**src/rtl/ts_pkg.sv**
```systemverilog
// Shared constants and FSM state encoding for the TS stream arbiter.
package ts_pkg;

  localparam int unsigned TS_PKT_LEN   = 188;
  localparam logic [7:0]  TS_SYNC_BYTE = 8'h47;

  typedef logic [0:0] state_t;
  localparam state_t IDLE = 1'b0;
  localparam state_t FWD  = 1'b1;

endpackage

```
**src/rtl/rr_priority_picker.sv**
```systemverilog
// Combinational round-robin picker: first set request at or after ptr, wrapping modulo N_CH.
module rr_priority_picker #(
  parameter int unsigned N_CH = 4,
  parameter int unsigned IdxW = $clog2(N_CH)
) (
  input  logic [N_CH-1:0] req,
  input  logic [IdxW-1:0] ptr,
  output logic            gnt_valid,
  output logic [IdxW-1:0] gnt_idx
);

  logic [IdxW-1:0] idx;

  always_comb begin
    gnt_valid = 1'b0;
    gnt_idx   = '0;
    idx       = '0;
    for (int unsigned off = 0; off < N_CH; off++) begin
      idx = IdxW'((32'(ptr) + off) % N_CH);
      if (!gnt_valid && req[idx]) begin
        gnt_valid = 1'b1;
        gnt_idx   = idx;
      end
    end
  end

endmodule

```
**src/rtl/ts_stream_arbiter.sv**
```systemverilog
// Packet-aware round-robin arbiter: forwards one sync-aligned TS packet per grant from N_CH channels.
module ts_stream_arbiter
  import ts_pkg::*;
#(
  parameter int unsigned N_CH    = 4,
  parameter int unsigned PKT_LEN = TS_PKT_LEN,
  parameter int unsigned TIMEOUT = 1024
) (
  input  logic                    clk,
  input  logic                    rst,
  input  logic [N_CH-1:0]         ch_en,
  input  logic [8*N_CH-1:0]       ch_byte,
  input  logic [N_CH-1:0]         ch_valid,
  input  logic [N_CH-1:0]         ch_sync,
  output logic [7:0]              byte_out,
  output logic                    valid_out,
  output logic                    sync_out,
  output logic [$clog2(N_CH)-1:0] grant_ch,
  output logic                    busy,
  output logic                    pkt_done,
  output logic                    err_abort
);

  localparam int unsigned IdxW = $clog2(N_CH);
  localparam int unsigned CntW = $clog2(PKT_LEN + 1);
  localparam int unsigned IdlW = $clog2(TIMEOUT + 1);

  state_t          state_q, state_d;
  logic [IdxW-1:0] rr_ptr_q, rr_ptr_d;
  logic [IdxW-1:0] grant_q, grant_d;
  logic [CntW-1:0] byte_cnt_q, byte_cnt_d;
  logic [IdlW-1:0] idle_cnt_q, idle_cnt_d;
  logic [7:0]      byte_q, byte_d;
  logic            valid_q, valid_d;
  logic            sync_q, sync_d;
  logic            done_q, done_d;
  logic            abort_q, abort_d;
  logic            busy_q, busy_d;

  logic [N_CH-1:0] cand;
  logic            pick_valid;
  logic [IdxW-1:0] pick_idx;
  logic [7:0]      pick_byte, g_byte;
  logic            g_valid, g_sync;
  logic [IdxW-1:0] ptr_inc;

  assign cand = ch_en & ch_valid & ch_sync;

  rr_priority_picker #(
    .N_CH (N_CH),
    .IdxW (IdxW)
  ) u_picker (
    .req       (cand),
    .ptr       (rr_ptr_q),
    .gnt_valid (pick_valid),
    .gnt_idx   (pick_idx)
  );

  assign pick_byte = ch_byte[{pick_idx, 3'b000} +: 8];
  assign g_byte    = ch_byte[{grant_q, 3'b000} +: 8];
  assign g_valid   = ch_valid[grant_q];
  assign g_sync    = ch_sync[grant_q];
  assign ptr_inc   = (grant_q == IdxW'(N_CH - 1)) ? '0 : grant_q + 1'b1;

  always_comb begin
    state_d    = state_q;
    rr_ptr_d   = rr_ptr_q;
    grant_d    = grant_q;
    byte_cnt_d = byte_cnt_q;
    idle_cnt_d = idle_cnt_q;
    busy_d     = busy_q;
    byte_d     = 8'h00;
    valid_d    = 1'b0;
    sync_d     = 1'b0;
    done_d     = 1'b0;
    abort_d    = 1'b0;
    case (state_q)
      IDLE: begin
        if (pick_valid) begin
          grant_d    = pick_idx;
          byte_d     = pick_byte;
          valid_d    = 1'b1;
          sync_d     = 1'b1;
          byte_cnt_d = CntW'(1);
          idle_cnt_d = '0;
          busy_d     = 1'b1;
          state_d    = FWD;
        end
      end
      FWD: begin
        if (!g_valid) begin
          // Abort on the TIMEOUT-th consecutive idle cycle of the granted channel.
          if (idle_cnt_q == IdlW'(TIMEOUT - 1)) begin
            abort_d    = 1'b1;
            busy_d     = 1'b0;
            idle_cnt_d = '0;
            rr_ptr_d   = ptr_inc;
            state_d    = IDLE;
          end else begin
            idle_cnt_d = idle_cnt_q + 1'b1;
          end
        end else if (g_sync) begin
          // Early re-sync: truncate the current packet and start a new one on the same channel.
          abort_d    = 1'b1;
          byte_d     = g_byte;
          valid_d    = 1'b1;
          sync_d     = 1'b1;
          byte_cnt_d = CntW'(1);
          idle_cnt_d = '0;
        end else begin
          byte_d     = g_byte;
          valid_d    = 1'b1;
          byte_cnt_d = byte_cnt_q + 1'b1;
          idle_cnt_d = '0;
          if (byte_cnt_q == CntW'(PKT_LEN - 1)) begin
            done_d   = 1'b1;
            busy_d   = 1'b0;
            rr_ptr_d = ptr_inc;
            state_d  = IDLE;
          end
        end
      end
      default: state_d = IDLE;
    endcase
  end

  always_ff @(posedge clk or posedge rst) begin
    if (rst) begin
      state_q    <= IDLE;
      rr_ptr_q   <= '0;
      grant_q    <= '0;
      byte_cnt_q <= '0;
      idle_cnt_q <= '0;
      byte_q     <= 8'h00;
      valid_q    <= 1'b0;
      sync_q     <= 1'b0;
      done_q     <= 1'b0;
      abort_q    <= 1'b0;
      busy_q     <= 1'b0;
    end else begin
      state_q    <= state_d;
      rr_ptr_q   <= rr_ptr_d;
      grant_q    <= grant_d;
      byte_cnt_q <= byte_cnt_d;
      idle_cnt_q <= idle_cnt_d;
      byte_q     <= byte_d;
      valid_q    <= valid_d;
      sync_q     <= sync_d;
      done_q     <= done_d;
      abort_q    <= abort_d;
      busy_q     <= busy_d;
    end
  end

  assign byte_out  = byte_q;
  assign valid_out = valid_q;
  assign sync_out  = sync_q;
  assign grant_ch  = grant_q;
  assign busy      = busy_q;
  assign pkt_done  = done_q;
  assign err_abort = abort_q;

endmodule

```
**config.mk**
```make
export PLATFORM = sky130hd
export DESIGN_NAME = ts_stream_arbiter
export DESIGN_NICKNAME = d
export VERILOG_FILES = /design/src/rtl/ts_pkg.sv /design/src/rtl/rr_priority_picker.sv /design/src/rtl/ts_stream_arbiter.sv
export SDC_FILE = /design/constraint.sdc
export NUM_CORES = 1
export LEC_CHECK = 0
export ABC_AREA = 1
export CAP_MARGIN = 20
export CORE_MARGIN = 2
export CORE_UTILIZATION = 35
export DETAILED_ROUTE_END_ITERATION = 16
export GPL_TIMING_DRIVEN = 0
export HOLD_SLACK_MARGIN = 0.08
export PLACE_DENSITY_LB_ADDON = 0.08
export SYNTH_ARGS = -nofsm -noshare
export SYNTH_HDL_FRONTEND = slang
export SYNTH_SLANG_ARGS = --single-unit
```
**constraint.sdc**
```tcl
create_clock -name clk -period 4.05 [get_ports clk]
set_input_delay 0.6075 -clock clk [delete_from_list [all_inputs] [get_ports clk]]
set_output_delay 0.6075 -clock clk [all_outputs]
set_load 0.01 [all_outputs]
```
==> results.md, run 1 <==
- DIE AREA: 8238 sq um
- DIE HEIGHT: 90.77 microns
- Final Setup Violations: 0
- Most common cell after layout, fill and taps aside: nand2_1
- Placed inst area: 3359 sq um
- Worst Setup End Kind: flip-flop
- Syn Nets: 393
- Commonest non-fill, non-tap cells in the layout: nand2_1, clkdlybuf4s50_1, nand3_1
- Max-cap viol count: 0
- Slew HR: 48.01%
- Post-CTS Setup Inserts: 0
- Setup TNS: 0 ns
- Cell Pwr Density: 262.5 nW/um^2
- Core area: 7253 sq um
- DR vias/cell: 5.190
- Final setup margin: 1.730 ns
- Clock network latency to the later pin of the worst-skew pair: 0.29 ns
- Worst hold slack: 0.5163 ns
- Synth unique cells: 38
- Largest net degree at the start of global routing: 38
- FMAX: 0.4311 GHz
- Post-Synthesis Cells: 344
- Die W: 90.77 microns
- Layout cells sized above 1: 15.05%
- Worst slew pin tran: 0.7788 ns
- Cts hold-fix bufs: 0
- WL per Instance: 14.59 microns
- Area of the multi-input gates: 1528 sq um
- Final Instance Area: 3480 sq um
- First-pass iteration count of the detailed router: 4
- CP Max Fanout: 10
- Crit start category: primary input
- Clock transition at the registers of the reported paths: 0.08 ns
- Asr flop ratio synth: 100.0%
- Filler cells: 753
- Final hold violation count: 0
- Pre-CTS WS: 1.434 ns
- Reg area: 925.9 sq um
- TritonCTS clock tree: done
- CTS Sinks: 37
- Post-CTS sizing: 0
- Number of synthesized flops with an enable pin: 0
- FF+latch count, synth: 37
- I/O Buffers: 60
- Final Wtd Congestion: 0.8654
- Initial antenna violation count: 0
- RSZ-0062 raised after global routing: false
- Drt initial violations: 139
- # rows: 31
- DRC viols: 0
- Setup Skew: 0.008418 ns
- Area delta synth->final: 32.05%
- Top_reg_cell synth: dfrtp_1
- Hold Path Class: flip-flop to flip-flop
- Status: finished clean
- Max-slew violation count: 0
- Peak supply drop: 157.2 uV
- Pwr Total: 913.5 uW
- CTS buffer count: 5
- Critical path class: primary input to flip-flop
- CP arrival: 2.51 ns
- I/O pin count: 61
- Final net count: 460
- Cell area after synthesis: 2635 sq um
- First-pass GRT wire length: 12830 microns
- CTS root buf: clkbuf_8
- Ant diodes: 0
- Hpwl dp: 5489 microns
- GRT Residual Overflow: 0
- Initial core utilization: 36.33%
- Register area share after synthesis: 35.14%
- Vias in the first global route: 2729
- Global Route Usage Sum: 19.17%
- Final Cycle Share: 57.27%
- Pleak: 0.001491 uW
- Syn. warnings: 0
- CP required: 4.24 ns
- Via count: 2652
- Final WL: 7456 microns
- H-tree depth: 2
- Tmin final: 2.320 ns
- Antenna viol nets, final: 0
- Syn Area/Cell: 7.660 sq um
- Maximum root-to-sink buffer count: 2
[flip-flops by register name, summed over array words and instances (netlist names)]
| name | count |
|---|---|
| rr_ptr_q | 2 |
| grant_ch | 2 |
| err_abort | 1 |
| valid_out | 1 |
| byte_out | 8 |
| pkt_done | 1 |
| busy | 1 |
| byte_cnt_q | 8 |
| idle_cnt_q | 11 |
| state_q | 1 |
| sync_out | 1 |
[path summary, 6_finish.rpt]
check / slack (ns) / start / to / cells past startpoint
setup / recovery: 1.73 / ch_valid[0] / byte_out[6] / 12
hold / removal: 0.52 / idle_cnt_q[1] / idle_cnt_q[1] / 2
setup reg to reg: 1.93 / grant_ch[0] / byte_cnt_q[0] / 10
hold reg to reg: 0.52 / idle_cnt_q[1] / idle_cnt_q[1] / 2
max in group asynchronous: 2.78 / rst / byte_out[0] / 2
min in group asynchronous: 0.78 / rst / idle_cnt_q[9] / 2
[final cells by class]
class                           instances  share of cell area [%]
Clock inverter                          2                   1.079
Multi-Input combinational cell        269                   43.91
Timing Repair Buffer                   60                   17.26
Tap cell                               99                   3.560
Sequential cell                        37                   26.61
Buffer                                 11                   2.014
Inverter                               27                   3.200
Clock buffer                            6                   2.373
[metrics by stage]
stage          instances  utilization, %
5_1_grt              511           47.97
6_report             511           47.97
3_3_place_gp         503           46.32
2_1_floorplan        344               -
4_1_cts              511           47.97
3_5_place_dp         503           46.32
[worst max-delay path: stages]
cell and delay [ns]:
clkdlybuf4s50_1 0.50, nand3_1 0.14, nand2_1 0.12, nand2_1 0.10, o21a_4 0.22, nand3_4 0.18
nand3_4 0.17, buf_8 0.20, nand2_2 0.06, nand3_2 0.06, nand3_1 0.10, nand2_1 0.05
[synth_stat cells (all sizes together) (2+ instances only)]
library cell	instances	area [sq um]
a21oi	5	36.29
inv	27	111.4
xnor2	2	17.52
nand2	84	407.9
clkbuf	5	18.77
ha	3	37.54
dfrtp	37	925.9
nand3	54	332.8
buf	6	51.29
nor2	36	152.7
nand4	22	137.6
o21ai	28	143.9
o22ai	18	112.6
xor2	8	70.07
[logic make-up (layout without fill, tap and decap cells)]
family / after synthesis / in the layout / synth area share, %
buffers and inverters: 38 / 106 / 6.885
xor gates and xnor gates: 10 / 10 / 3.324
adders and majority gates: 3 / 3 / 1.425
DFF: 37 / 37 / 35.14
AOI/OAI and AO/OA: 57 / 57 / 13.20
and+or+nand+nor: 198 / 198 / 39.60
muxes: 1 / 1 / 0.4273
[report_power, final]
| part | total [uW] | switching (uW) | internal, uW | leakage [uW] |
|---|---|---|---|---|
| Clock | 341 | 140 | 200 | 0.0000574 |
| Sequential | 391 | 8.88 | 382 | 0.000481 |
| Combinational | 182 | 93.2 | 88.7 | 0.000952 |
[routing by layer]
metal / global-route usage [%] / wire length (microns)
met1: 23.87 / 3336
met2: 32.90 / 3596
met3: 3.589 / 363
met4: 7.051 / 159
met5: 0 / 0
Note: power is estimated with default switching activity, not from simulation.
==> run 2: changes to the inputs <==
==> constraint.sdc (replaced) <==
create_clock -name clk -period 2.3 [get_ports clk]
set_input_delay 0.345 -clock clk [delete_from_list [all_inputs] [get_ports clk]]
set_output_delay 0.345 -clock clk [all_outputs]
set_load 0.01 [all_outputs]
==> run 2 against run 1 <==
Count of clock-buffer cells in the layout stayed put. Critical endpoint unchanged. Largest power group unchanged. Sequential power grew 76%. First-iteration DRC count fell by 16%. Routed wire length up 0.24%. Clock skew about the same. Highest routed layer unchanged. Setup slack got worse by 1.5 ns. Sequential share of layout area fell by 0.057 points. Via count down 0.94%. Global-route usage fell by 0.053 points. Total power increased by 76%. Final cell count up 0.20%. Hold slack hardly changed. Critical path type unchanged.
==> results.md, run 2 (same netlist as run 1, synthesis figures left out) <==
- DIE AREA: 8238 sq um (unchanged)
- Met1 usage: 24.03% (was 23.87%)
- WL per Instance: 14.60 microns (was 14.59 microns)
- Maximum root-to-sink buffer count: 2 (unchanged)
- DRC viols: 0 (unchanged)
- Slew HR: 46.63% (was 48.01%)
- I/O pin count: 61 (unchanged)
- Peak supply drop: 276.1 uV (was 157.2 uV)
- CP arrival: 2.24 ns (was 2.51 ns)
- Final net count: 461 (was 460)
- Crit start category: primary input (unchanged)
- Most common cell after layout, fill and taps aside: nand2_1 (unchanged)
- Core area: 7253 sq um (unchanged)
- Drt initial violations: 117 (was 139)
- Via count: 2627 (was 2652)
- Global Route Usage Sum: 19.12% (was 19.17%)
- Final hold violation count: 0 (unchanged)
- Final Instance Area: 3487 sq um (was 3480 sq um)
- Vias in the first global route: 2723 (was 2729)
- Grt met3 use: 3.088% (was 3.589%)
- Reg2reg path depth: 7 (was 10)
- First-pass iteration count of the detailed router: 5 (was 4)
- Worst Setup End Kind: flip-flop (unchanged)
- Area of the multi-input gates: 1528 sq um (unchanged)
- Pleak: 0.001495 uW (was 0.001491 uW)
- Hpwl dp: 5489 microns (unchanged)
- Reg area: 925.9 sq um (unchanged)
- I/O Buffers: 60 (unchanged)
- Tmin final: 2.056 ns
- Final Setup Violations: 0 (unchanged)
- Setup Skew: 0.008896 ns (was 0.008418 ns)
- Max-slew violation count: 0 (unchanged)
- Critical path class: primary input to flip-flop (unchanged)
- Pwr Total: 1610 uW (was 913.5 uW)
- GRT Residual Overflow: 0 (unchanged)
- Final Wtd Congestion: 0.8654 (unchanged)
- Max-cap viol count: 0 (unchanged)
- WHS Path Cells: 2 (unchanged)
- Number of flip-flops in the largest register: 11 (unchanged)
- DR vias/cell: 5.131 (was 5.190)
- Initial core utilization: 36.33% (unchanged)
- Setup TNS: 0 ns (unchanged)
- Placed Cells incl. Taps: 503 (unchanged)
- Cell Pwr Density: 461.7 nW/um^2 (was 262.5 nW/um^2)
- Filler cells: 753 (unchanged)
- Post-CTS Setup Inserts: 0 (unchanged)
- Antenna viol nets, final: 0 (unchanged)
- Commonest non-fill, non-tap cells in the layout: nand2_1, clkdlybuf4s50_1, nand3_1 (unchanged)
- Layout cells sized above 1: 15.25% (was 15.05%)
- Cts hold-fix bufs: 0 (unchanged)
- Met2 global-route usage: 33.40% (was 32.90%)
- Initial antenna violation count: 0 (unchanged)
- Hold Startpoint: idle_cnt_q[1] (unchanged)
- Hold Path Class: flip-flop to flip-flop (unchanged)
- R2R Path End: idle_cnt_q[5] (was byte_cnt_q[0])
- Final WL: 7474 microns (was 7456 microns)
- Worst slew pin tran: 0.7994 ns (was 0.7788 ns)
- Worst R2R Setup Slack: 0.27 ns (was 1.93 ns)
- Placed inst area: 3359 sq um (unchanged)
- Critical-path cell list: clkdlybuf4s50_1 > nand3_1 > nand2_1 > nand2_1 > nand2_2 > nand2_4 > nand2_4 > nand2_4 > nand2_4 > nand3_4 > buf_8 > nand2_2 > nand3_2 > nand3_1 > nand2_1 (was clkdlybuf4s50_1 > nand3_1 > nand2_1 > nand2_1 > o21a_4 > nand3_4 > nand3_4 > buf_8 > nand2_2 > nand3_2 > nand3_1 > nand2_1)
- CP required: 2.48 ns (was 4.24 ns)
- Critical register-to-register path startpoint: grant_ch[1] (was grant_ch[0])
- Final Cycle Share: 89.41%
- RSZ-0062 raised after global routing: false (unchanged)
- CTS root buf: clkbuf_8 (unchanged)
- Ant diodes: 0 (unchanged)
- Clock transition at the registers of the reported paths: 0.08 ns (about the same)
- Global route hottest layer: met2 (unchanged)
- Largest Register: idle_cnt_q (unchanged)
- CTS Sinks: 37 (unchanged)
- First-pass GRT wire length: 12870 microns (was 12830 microns)
- # rows: 31 (unchanged)
- Crit-path slowest cell: clkdlybuf4s50_1 (unchanged)
- FMAX: 0.4863 GHz
- Status: finished clean (unchanged)
- Top cell by count, worst path: nand2_4 (was nand2_1)
- CP Launch Point: ch_valid[0] (unchanged)
- Clock network latency to the later pin of the worst-skew pair: 0.29 ns (about the same)
- Post-CTS sizing: 0 (unchanged)
- Largest net degree at the start of global routing: 38 (unchanged)
- H-tree depth: 2 (unchanged)
- CTS buffer count: 5 (unchanged)
- Non-filler cells, final: 512 (was 511)
- CP Max Fanout: 10 (unchanged)
- Area delta synth->final: 32.34% (was 32.05%)
- Max stage delay on crit path: 0.50 ns (about the same)
- Die W: 90.77 microns (unchanged)
- DIE HEIGHT: 90.77 microns (unchanged)
- Hold Path End: idle_cnt_q[1] (unchanged)
- TritonCTS clock tree: done (unchanged)
## run 2: changes by cell type in the layout (fill, tap and decap cells not counted), sizes merged
cell,delta
buf,+1
## run 2: cell type report
class	count	share of cell area (%)
Buffer	11	2.009
Clock buffer	6	2.368
Clock inverter	2	1.076
Inverter	27	3.193
Multi-Input combinational cell	269	43.81
Sequential cell	37	26.55
Tap cell	99	3.552
Timing Repair Buffer	61	17.44
## run 2: report_power, final
group / leakage [uW] / total, uW / internal (uW) / switching [uW]
registers: 0.000481 / 688 / 673 / 15.7
logic: 0.000956 / 323 / 158 / 165
clock network: 0.0000574 / 598 / 353 / 246
total: 0.00149 / 1610 / 1180 / 427
## run 2: worst max path at each step
stage,endpoint,cells after the start
floorplan,byte_cnt_q[0],10
global placement,byte_out[2],12
detailed placement,byte_out[2],10
CTS,byte_cnt_q[0],10
global route,idle_cnt_q[5],7
finish,byte_out[6],15
## run 2: critical path: cells and delay by family
family | cells | cell delay [ns]
and+or+nand+nor | 13 | 1.19
buffers and inverters | 2 | 0.69
## run 2: metal layers
metal  up-vias  part of all wire (%)  wire, microns
li1       1328                     -              -
met1      1223                    45           3380
met2        66                    49           3645
met3        10                   4.7            353
met4         0                   1.3             94
met5         -                     0              0
## run 2: metrics by stage
step | utilization (%) | hold slack, ns | setup WS [ns]
after floorplan | - | 0.4683 | 0.5536
after global placement | 46.32 | 0.4889 | -0.05324
after detailed placement | 46.32 | 0.4991 | -0.05314
after CTS | 47.97 | 0.5192 | 0.1837
after global routing | 48.08 | 0.5680 | 0.009597
final | 48.08 | 0.5163 | 0.2436
==> run 3: changes to the inputs <==
--- a/config.mk
+++ b/config.mk
@@ -13,6 +13,7 @@
 export GPL_TIMING_DRIVEN = 0
 export HOLD_SLACK_MARGIN = 0.08
 export PLACE_DENSITY_LB_ADDON = 0.08
+export RECOVER_POWER = 25
 export SYNTH_ARGS = -nofsm -noshare
 export SYNTH_HDL_FRONTEND = slang
 export SYNTH_SLANG_ARGS = --single-unit
==> run 3 against run 2 <==
Global-route usage unchanged. Count of clock-buffer cells in the layout unchanged. Register-to-register slack about the same. Core utilization unchanged. Non-clock buffer count unchanged. Hold slack about the same. Combinational power about the same. Sequential share of layout area unchanged.
==> results.md, run 3 (same netlist as run 1, synthesis figures left out) <==
- Status: finished clean (unchanged)
- Largest Register: idle_cnt_q (unchanged)
- Worst hold slack: 0.5163 ns (about the same)
- CTS Sinks: 37 (unchanged)
- R2R Path End: idle_cnt_q[5] (unchanged)
- Final WL: 7493 microns (was 7474 microns)
- Worst R2R Setup Slack: 0.28 ns (was 0.27 ns)
- Final Wtd Congestion: 0.8654 (unchanged)
- Top cell by count, worst path: nand2_4 (unchanged)
- CTS root buf: clkbuf_8 (unchanged)
- I/O Buffers: 60 (unchanged)
- # rows: 31 (unchanged)
- DIE HEIGHT: 90.77 microns (unchanged)
- Drt initial violations: 117 (unchanged)
- Core area: 7253 sq um (unchanged)
- Reg2reg path depth: 7 (unchanged)
- Ant diodes: 0 (unchanged)
- CP arrival: 2.24 ns (about the same)
- Pleak: 0.001496 uW (was 0.001495 uW)
- CP Max Fanout: 10 (unchanged)
- Antenna viol nets, final: 0 (unchanged)
- Hold Path Class: flip-flop to flip-flop (unchanged)
- First-pass GRT wire length: 12870 microns (unchanged)
- Initial core utilization: 36.33% (unchanged)
- Max-slew violation count: 0 (unchanged)
- Maximum root-to-sink buffer count: 2 (unchanged)
- Worst slew pin tran: 1.444 ns (was 0.7994 ns)
- Initial antenna violation count: 0 (unchanged)
- DRC viols: 0 (unchanged)
- FMAX: 0.4859 GHz (was 0.4863 GHz)
- Final Setup Violations: 0 (unchanged)
- Slew HR: 3.647% (was 46.63%)
- Final hold violation count: 0 (unchanged)
- Commonest non-fill, non-tap cells in the layout: nand2_1, clkdlybuf4s50_1, nand3_1 (unchanged)
- RSZ-0062 raised after global routing: false (unchanged)
- Cts hold-fix bufs: 0 (unchanged)
- TritonCTS clock tree: done (unchanged)
- Via count: 2626 (was 2627)
- Critical register-to-register path startpoint: grant_ch[1] (unchanged)
- GRT Residual Overflow: 0 (unchanged)
- DIE AREA: 8238 sq um (unchanged)
- Max stage delay on crit path: 0.50 ns (about the same)
- Number of flip-flops in the largest register: 11 (unchanged)
- Hpwl dp: 5489 microns (unchanged)
- Hold Path End: idle_cnt_q[1] (unchanged)
- Max-cap viol count: 0 (unchanged)
- Setup Skew: 0.008326 ns (was 0.008896 ns)
- Critical-path cell list: clkdlybuf4s50_1 > nand3_1 > nand2_1 > nand2_1 > nand2_2 > nand2_4 > nand2_4 > nand2_4 > nand2_4 > nand3_4 > buf_8 > nand2_2 > nand3_2 > nand3_1 > nand2_1 (unchanged)
- Area delta synth->final: 32.34% (unchanged)
- Peak supply drop: 276.2 uV (was 276.1 uV)
- Worst Setup End Kind: flip-flop (unchanged)
- Tmin final: 2.058 ns (was 2.056 ns)
- I/O pin count: 61 (unchanged)
- First-pass iteration count of the detailed router: 4 (was 5)
- Non-filler cells, final: 512 (unchanged)
- Placed Cells incl. Taps: 503 (unchanged)
- Crit-path slowest cell: clkdlybuf4s50_1 (unchanged)
- Largest net degree at the start of global routing: 38 (unchanged)
- Clock network latency to the later pin of the worst-skew pair: 0.29 ns (about the same)
- Clock transition at the registers of the reported paths: 0.08 ns (about the same)
- WL per Instance: 14.63 microns (was 14.60 microns)
- CTS buffer count: 5 (unchanged)
- Final Cycle Share: 89.48% (was 89.41%)
- Cell Pwr Density: 461.7 nW/um^2 (about the same)
- Global Route Usage Sum: 19.12% (unchanged)
- Most common cell after layout, fill and taps aside: nand2_1 (unchanged)
- Die W: 90.77 microns (unchanged)
- Final net count: 461 (unchanged)
- Critical path class: primary input to flip-flop (unchanged)
- CP required: 2.48 ns (about the same)
- Crit start category: primary input (unchanged)
- Vias in the first global route: 2723 (unchanged)
- Hold Startpoint: idle_cnt_q[1] (unchanged)
- DR vias/cell: 5.129 (was 5.131)
- WHS Path Cells: 2 (unchanged)
- Layout cells sized above 1: 15.01% (was 15.25%)
- H-tree depth: 2 (unchanged)
run 3: cell count changes in the layout (fill, tap and decap cells not counted):
cell / delta
clkdlybuf4s50_1: -1
inv_1: +1
dlygate4sd3_1: +1
inv_2: -1
run 3: worst max-delay path by stage:
stage	cells after the start	slack [ns]	to	start
finish	15	0.24	byte_out[6]	ch_valid[0]
global route	7	0.01	idle_cnt_q[5]	grant_ch[1]
CTS	10	0.18	byte_cnt_q[0]	grant_ch[0]
detailed placement	10	-0.05	byte_out[2]	ch_valid[0]
global placement	12	-0.05	byte_out[2]	ch_valid[2]
floorplan	10	0.55	byte_cnt_q[0]	grant_ch[0]
run 3: routing by layer:
metal	up-vias	share of wire [%]	wire length (microns)	global-route usage, %
met5	-	0	0	0
met4	0	1.3	94	6.026
met3	10	4.5	337	3.088
met2	67	48	3623	33.40
met1	1221	46	3438	24.03
li1	1328	-	-	-
run 3: what timing repair did:
item,4_1_cts,5_1_grt
setup buffers,0,1
endpoints found under the setup margin,0,2
resized for setup,0,0
run 3: power breakdown:
part | total (uW) | internal [uW] | switching [uW]
registers | 688 | 673 | 15.5
logic | 322 | 157 | 165
clock network | 600 | 353 | 247
total | 1610 | 1180 | 427
run 3: area by class of cell:
class | count | area (sq um)
Clock buffer | 6 | 82.58
Timing Repair Buffer | 61 | 608.1
Tap cell | 99 | 123.9
Fill cell | 753 | 3766
Inverter | 27 | 111.4
Sequential cell | 37 | 925.9
Buffer | 11 | 70.07
Multi-Input combinational cell | 269 | 1528
Clock inverter | 2 | 37.54
run 3: stage by stage:
| step | total power, uW | setup slack [ns] | cell area, sq um | setup TNS [ns] | utilization, % |
|---|---|---|---|---|---|
| detailed placement | 1023 | -0.05314 | 3359 | -0.3393 | 46.32 |
| floorplan | 868.7 | 0.5536 | 2635 | 0 | - |
| global route | 1695 | 0.009597 | 3487 | 0 | 48.08 |
| global placement | 1020 | -0.05324 | 3359 | -0.2766 | 46.32 |
| finish | 1610 | 0.2419 | 3487 | 0 | 48.08 |
| CTS | 1622 | 0.1837 | 3480 | 0 | 47.97 |
run 3: critical path: cells and delay by family:
kind	cells	cell delay (ns)
simple gates	13	1.19
buf+inv	2	0.69
